[src/rtl/cl_axil_reg_bank.sv]
// AXI4-Lite slave register bank: NUM_RW strobed RW registers (optional byte-swapped
// readback) and NUM_RO fabric status registers, with SLVERR on undecoded/RO writes.
module cl_axil_reg_bank #(
  parameter int                    ADDR_WIDTH   = 32,
  parameter logic [ADDR_WIDTH-1:0] BASE_ADDR    = 'h0000_0500,
  parameter int                    NUM_RW       = 4,
  parameter int                    NUM_RO       = 2,
  parameter logic [31:0]           RESET_VALUE  = 32'h0,
  parameter logic [NUM_RW-1:0]     SWAP_MASK    = 'h1,
  parameter logic [31:0]           UNIMPL_VALUE = 32'hDEAD_BEEF
) (
  input  logic                                  clk_main_a0,
  input  logic                                  rst_main_n,
  input  logic                                  s_axil_awvalid,
  output logic                                  s_axil_awready,
  input  logic [ADDR_WIDTH-1:0]                 s_axil_awaddr,
  input  logic                                  s_axil_wvalid,
  output logic                                  s_axil_wready,
  input  logic [31:0]                           s_axil_wdata,
  input  logic [3:0]                            s_axil_wstrb,
  output logic                                  s_axil_bvalid,
  input  logic                                  s_axil_bready,
  output logic [1:0]                            s_axil_bresp,
  input  logic                                  s_axil_arvalid,
  output logic                                  s_axil_arready,
  input  logic [ADDR_WIDTH-1:0]                 s_axil_araddr,
  output logic                                  s_axil_rvalid,
  input  logic                                  s_axil_rready,
  output logic [31:0]                           s_axil_rdata,
  output logic [1:0]                            s_axil_rresp,
  output logic [NUM_RW*32-1:0]                  reg_q,
  output logic [NUM_RW-1:0]                     reg_wr_pulse,
  input  logic [((NUM_RO>0)?NUM_RO:1)*32-1:0]   status_in
);
  localparam logic [1:0] RESP_OK = 2'b00, RESP_SLVERR = 2'b10;

  logic                          rdy_q, rdy_d;
  logic                          aw_full_q, aw_full_d, w_full_q, w_full_d;
  logic [ADDR_WIDTH-1:0]         aw_addr_q, aw_addr_d, rd_addr_q, rd_addr_d;
  logic [31:0]                   w_data_q, w_data_d, rdata_q, rdata_d;
  logic [3:0]                    w_strb_q, w_strb_d;
  logic                          bvalid_q, bvalid_d, rvalid_q, rvalid_d, rd_pend_q, rd_pend_d;
  logic [1:0]                    bresp_q, bresp_d, rresp_q, rresp_d;
  logic [NUM_RW-1:0][31:0]       regs_q, regs_d;
  logic [NUM_RW-1:0]             pulse_q, pulse_d;
  logic [ADDR_WIDTH-1:0]         widx, ridx;

  function automatic logic [31:0] swap32(input logic [31:0] v);
    return {v[7:0], v[15:8], v[23:16], v[31:24]};
  endfunction

  // rdy_q keeps every ready low through reset and for the edge that releases it
  assign s_axil_awready = rdy_q && !aw_full_q && !bvalid_q;
  assign s_axil_wready  = rdy_q && !w_full_q && !bvalid_q;
  assign s_axil_arready = rdy_q && !rd_pend_q && !rvalid_q;
  assign s_axil_bvalid  = bvalid_q;
  assign s_axil_bresp   = bresp_q;
  assign s_axil_rvalid  = rvalid_q;
  assign s_axil_rdata   = rdata_q;
  assign s_axil_rresp   = rresp_q;
  assign reg_q          = regs_q;
  assign reg_wr_pulse   = pulse_q;

  always_comb begin
    rdy_d     = 1'b1;
    aw_full_d = aw_full_q;
    aw_addr_d = aw_addr_q;
    w_full_d  = w_full_q;
    w_data_d  = w_data_q;
    w_strb_d  = w_strb_q;
    bvalid_d  = bvalid_q;
    bresp_d   = bresp_q;
    regs_d    = regs_q;
    pulse_d   = '0;
    rd_pend_d = rd_pend_q;
    rd_addr_d = rd_addr_q;
    rvalid_d  = rvalid_q;
    rdata_d   = rdata_q;
    rresp_d   = rresp_q;
    widx      = (aw_addr_q - BASE_ADDR) >> 2;
    ridx      = (rd_addr_q - BASE_ADDR) >> 2;

    if (s_axil_awvalid && s_axil_awready) begin
      aw_full_d = 1'b1;
      aw_addr_d = s_axil_awaddr;
    end
    if (s_axil_wvalid && s_axil_wready) begin
      w_full_d = 1'b1;
      w_data_d = s_axil_wdata;
      w_strb_d = s_axil_wstrb;
    end
    if (aw_full_q && w_full_q) begin
      aw_full_d = 1'b0;
      w_full_d  = 1'b0;
      bvalid_d  = 1'b1;
      bresp_d   = RESP_SLVERR;
      if (aw_addr_q >= BASE_ADDR) begin
        for (int i = 0; i < NUM_RW; i++) begin
          if (widx == ADDR_WIDTH'(i)) begin
            bresp_d    = RESP_OK;
            pulse_d[i] = 1'b1;
            for (int k = 0; k < 4; k++)
              if (w_strb_q[k]) regs_d[i][8*k +: 8] = w_data_q[8*k +: 8];
          end
        end
      end
    end
    if (bvalid_q && s_axil_bready) bvalid_d = 1'b0;

    if (s_axil_arvalid && s_axil_arready) begin
      rd_pend_d = 1'b1;
      rd_addr_d = s_axil_araddr;
    end
    // regs_q is the pre-commit value, so a same-edge write is not visible here
    if (rd_pend_q) begin
      rd_pend_d = 1'b0;
      rvalid_d  = 1'b1;
      rdata_d   = UNIMPL_VALUE;
      rresp_d   = RESP_SLVERR;
      if (rd_addr_q >= BASE_ADDR) begin
        for (int i = 0; i < NUM_RW; i++) begin
          if (ridx == ADDR_WIDTH'(i)) begin
            rdata_d = SWAP_MASK[i] ? swap32(regs_q[i]) : regs_q[i];
            rresp_d = RESP_OK;
          end
        end
        for (int j = 0; j < NUM_RO; j++) begin
          if (ridx == ADDR_WIDTH'(NUM_RW + j)) begin
            rdata_d = status_in[32*j +: 32];
            rresp_d = RESP_OK;
          end
        end
      end
    end
    if (rvalid_q && s_axil_rready) begin
      rvalid_d = 1'b0;
      rdata_d  = '0;
      rresp_d  = '0;
    end
  end

  always_ff @(posedge clk_main_a0 or negedge rst_main_n) begin
    if (!rst_main_n) begin
      rdy_q     <= 1'b0;
      aw_full_q <= 1'b0;
      aw_addr_q <= '0;
      w_full_q  <= 1'b0;
      w_data_q  <= '0;
      w_strb_q  <= '0;
      bvalid_q  <= 1'b0;
      bresp_q   <= '0;
      regs_q    <= {NUM_RW{RESET_VALUE}};
      pulse_q   <= '0;
      rd_pend_q <= 1'b0;
      rd_addr_q <= '0;
      rvalid_q  <= 1'b0;
      rdata_q   <= '0;
      rresp_q   <= '0;
    end else begin
      rdy_q     <= rdy_d;
      aw_full_q <= aw_full_d;
      aw_addr_q <= aw_addr_d;
      w_full_q  <= w_full_d;
      w_data_q  <= w_data_d;
      w_strb_q  <= w_strb_d;
      bvalid_q  <= bvalid_d;
      bresp_q   <= bresp_d;
      regs_q    <= regs_d;
      pulse_q   <= pulse_d;
      rd_pend_q <= rd_pend_d;
      rd_addr_q <= rd_addr_d;
      rvalid_q  <= rvalid_d;
      rdata_q   <= rdata_d;
      rresp_q   <= rresp_d;
    end
  end
endmodule

[config.mk]
export PLATFORM = sky130hd
export DESIGN_NAME = cl_axil_reg_bank
export DESIGN_NICKNAME = d
export VERILOG_FILES = /design/src/rtl/cl_axil_reg_bank.sv
export SDC_FILE = /design/constraint.sdc
export NUM_CORES = 1
export LEC_CHECK = 0
export BUFFER_PORTS_ARGS = -buffer_cell sky130_fd_sc_hd__buf_4
export CAP_MARGIN = 20
export CORE_AREA = 8 8 176 178
export DETAILED_ROUTE_END_ITERATION = 8
export DIE_AREA = 0 0 184 186
export MAX_ROUTING_LAYER = met4
export PLACE_DENSITY = 0.71
export SYNTH_ARGS = -nofsm -noshare
export SYNTH_HDL_FRONTEND = slang
export SYNTH_SLANG_ARGS = --single-unit
export TNS_END_PERCENT = 20
[constraint.sdc]
create_clock -name clk_main_a0 -period 2.53 [get_ports clk_main_a0]
set_input_delay 0.506 -clock clk_main_a0 [delete_from_list [all_inputs] [get_ports clk_main_a0]]
set_output_delay 0.506 -clock clk_main_a0 [all_outputs]
set_load 0.02 [all_outputs]
==> results.cfg <==
[worst_setup_path]
worst_ep_required_time_ns = 2.96
worst-r2r-setup-slack_ns = 0.05
launch_instance_of_the_worst_register_to_register_path = rd_addr_q[11]
crit_path_end_kind = register
crit-reg2reg-capture = s_axil_rdata[27]
criticalPathCategory = register to register
crit_fanout = 7
critPathArrivalTime_ns = 2.90
worst_setup_path_start_kind = register
ff2ff_path_depth = 5

[min_path]
hold_start = s_axil_bready
worst_hold_path.endpoint = s_axil_bvalid
worst_hold_path_type = input pin to register
hold_depth = 2

[route]
drc = 0
totalWireLength_mm = 42.6
wl_per_cell_um = 25.0
post_drt_via_cell_ratio = 5.56
drtPass1Iterations = 5
drt_iter0_drc = 608
drtAntennaViolNets = 0
route.vias.total = 9482

[logic_synthesis]
synth.cell_area_mm2 = 0.0122
synthMostInstantiatedCell = sky130_fd_sc_hd__dfrtp_1
seq_area_frac_synth = 0.550
synthTopCellsByArea = sky130_fd_sc_hd__dfrtp_1 (55%), sky130_fd_sc_hd__mux2_2 (24%), sky130_fd_sc_hd__nor2b_1 (1.7%)
ys_async_sr_fraction = 1.00
avgSynthCellArea_um2 = 13.1
synth_area_leader_cell = sky130_fd_sc_hd__dfrtp_1
ys_ff_latch = 268
syn-instance-count = 933
post_synth_most_frequent_cells = sky130_fd_sc_hd__dfrtp_1 (268), sky130_fd_sc_hd__mux2_2 (255), sky130_fd_sc_hd__clkbuf_1 (51)
synth_largest_type_area_fraction = 0.550
synth-edff-count = 0
synth_flop_cell = sky130_fd_sc_hd__dfrtp_1
synth-warning-count = 0
yosysUniqueCellTypes = 52

[finish]
multi_input_area_mm2 = 0.00528
num-nets-final = 1468
ratio_of_cells_with_drive_above_1_in_the_final_layout = 0.546
register_area_mm2 = 0.00671
fin_cells = 1705
final_cell_area_mm2 = 0.0166
fill_cells = 2407
synthToLayoutAreaGrowth_pct = 35.9

[die]
die-width_um = 184
core_region_area_mm2 = 0.0282
fp.dieH_um = 186
initial_util = 0.432
die_area_mm2 = 0.0342
rows = 62
design.portCount = 344

[timing]
slew_violations = 0
measured_slew_at_the_worst_slew_check_pin_ns = 1.13
finalSetupViolations = 0
relSlewSlack = 0.248
fin_worst_skew_ns = 0.0163
timing.fmax_mhz = 404
layout_min_cycle_time_ns = 2.48
final.period_utilization = 0.980
report.final.hold_viol_count = 0
rsz0062_at_grt = yes
timing.final.ws_setup_ns = 0.0518

[global_route]
grt_max_degree = 73
grt_antenna_before_repair = 1
vias_in_the_first_global_route = 10100
gr-usage-all-layers = 0.249
gr-total-overflow = 0
wire_length_of_the_first_global_routing_pass_mm = 62.6

[status]
run_status = complete, no violations

[power]
switchingPower_mw = 3.98
p_leak_nw = 7.95
power.switching_fraction = 0.302
cell_internal_pwr_mw = 9.18
cellPowerDensity_mw_per_mm2 = 794
finalPower_mw = 13.2
worst_ir_drop_vdd_mv = 0.625
p_comb_frac = 0.209
pwr-share-seq = 0.458
clock_power_share = 0.333

[clocking]
clk_root_buffer_cell = sky130_fd_sc_hd__clkbuf_16
cts.path.max_buffers = 3
htreeDepth = 1
clkSinkCount = 268
worst_setup_hold_path_clk_slew_ns = 0.06
tritoncts = built
cts_made_buffers = 29
clkLatencyLatePin_ns = 0.54

[placed_design]
dpl.cell_count = 1646
place.detailed.hpwl_mm = 31.4
dp_worst_setup_slack_ns = 0.00204
gp_congestion = 0.942
dpl_cell_area_mm2 = 0.0155
port_buffers = 337

[run]
max_cap_violations = 0
-- worst max path at each step --
| stage | startpoint | cells after the start | slack [ns] | endpoint |
|---|---|---|---|---|
| after global routing | rd_addr_q[11] | 5 | -0.04 | s_axil_rdata[27] |
| after CTS | rd_addr_q[3] | 7 | 0.01 | s_axil_rdata[26] |
| after detailed placement | rd_addr_q[5] | 6 | 0.002 | s_axil_rdata[17] |
| after floorplan | rd_addr_q[13] | 9 | 0.04 | s_axil_rdata[14] |
| after global placement | rd_addr_q[5] | 6 | 0.03 | s_axil_rdata[17] |
| final | rd_addr_q[11] | 5 | 0.05 | s_axil_rdata[27] |
-- stage by stage --
step	utilization	hold WS [ns]	TNS, ns
final	0.587	0.163	0
after global routing	0.587	0.144	-0.119
after CTS	0.585	0.142	0
after detailed placement	0.549	0.480	0
after global placement	0.549	0.468	0
after floorplan	-	0.210	0
-- power by group through the flow --
| stage | Sequential (mW) | Clock [mW] | Combinational [mW] |
|---|---|---|---|
| 2_1_floorplan | 5.80 | 0 | 1.71 |
| 3_3_place_gp | 6.03 | 0 | 2.67 |
| 3_5_place_dp | 6.07 | 0 | 2.74 |
| 4_1_cts | 6.00 | 4.47 | 2.76 |
| 5_1_grt | 6.14 | 4.66 | 2.96 |
| 6_report | 6.02 | 4.38 | 2.75 |
-- critical path, cell delays in order, from the launching register on --
cell and delay (ns):
sky130_fd_sc_hd__dfrtp_1 0.37, sky130_fd_sc_hd__or4_4 0.62, sky130_fd_sc_hd__nor4_2 0.42, sky130_fd_sc_hd__nand4_2 0.16
sky130_fd_sc_hd__or4_1 0.55, sky130_fd_sc_hd__a32o_1 0.25
-- layout by cell type, fill, tap and decap left out, types with 6 or more instances in the layout --
master and count:
sky130_fd_sc_hd__nand4_1 7, sky130_fd_sc_hd__nor2_1 8, sky130_fd_sc_hd__a32oi_1 17, sky130_fd_sc_hd__o21ai_1 7, sky130_fd_sc_hd__mux2i_1 20, sky130_fd_sc_hd__clkbuf_16 29
sky130_fd_sc_hd__o31ai_1 19, sky130_fd_sc_hd__a2111oi_0 11, sky130_fd_sc_hd__buf_12 8, sky130_fd_sc_hd__or3_1 14, sky130_fd_sc_hd__nand3_1 26, sky130_fd_sc_hd__a2bb2oi_1 13
sky130_fd_sc_hd__a31oi_1 13, sky130_fd_sc_hd__o21ai_0 27, sky130_fd_sc_hd__a211oi_1 12, sky130_fd_sc_hd__clkbuf_8 6, sky130_fd_sc_hd__mux2_2 255, sky130_fd_sc_hd__nand2_1 24
sky130_fd_sc_hd__dfrtp_1 267, sky130_fd_sc_hd__nor4_1 12, sky130_fd_sc_hd__buf_4 386, sky130_fd_sc_hd__clkbuf_1 7, sky130_fd_sc_hd__nor2b_1 33, sky130_fd_sc_hd__a21o_1 11
sky130_fd_sc_hd__a22oi_1 11
-- layout make-up --
class,count,area share
diodes,3,0.000453
clock buffers,42,0.0503
clock inverters,10,0.00936
inverters,2,0.000453
multi-input cells,598,0.318
flip-flops and latches,268,0.405
well taps,384,0.0290
repair buffers,398,0.187
-- registers in the layout, indices dropped and copies added, names as in the netlist --
name	count
aw_addr_q	30
aw_full_q	1
rd_addr_q	30
rd_pend_q	1
rdy_q	1
reg_q	128
reg_wr_pulse	4
s_axil_bresp	1
s_axil_bvalid	1
s_axil_rdata	32
s_axil_rresp	1
s_axil_rvalid	1
w_data_q	32
w_full_q	1
w_strb_q	4
-- cell families after synthesis --
group / after synthesis / share of synthesized area
and+or+nand+nor: 162 / 0.0798
muxes: 275 / 0.252
buffers and inverters: 68 / 0.0244
other: 2 / 0.000615
xor gates and xnor gates: 1 / 0.000718
DFF: 268 / 0.550
AOI/OAI and AO/OA: 157 / 0.0932
-- routing by layer --
layer	GRT usage	vias up	share of wire	wire length (um)
li1	-	4244	-	-
met3	0.0724	64	0.091	3880
met5	-	-	0	0
met1	0.312	4802	0.42	17700
met4	0.0642	0	0.023	975
met2	0.391	372	0.47	20000
-- repair_timing --
| item | in CTS | in global routing |
|---|---|---|
| hold endpoints to repair | 64 | 0 |
| gates resized for setup | 1 | 10 |
| buffers inserted | 0 | 3 |
| hold buffers | 1 | 0 |
| setup endpoints to repair | 1 | 31 |
| pin swaps | 0 | 3 |
Note: power is estimated with default switching activity, not from simulation.
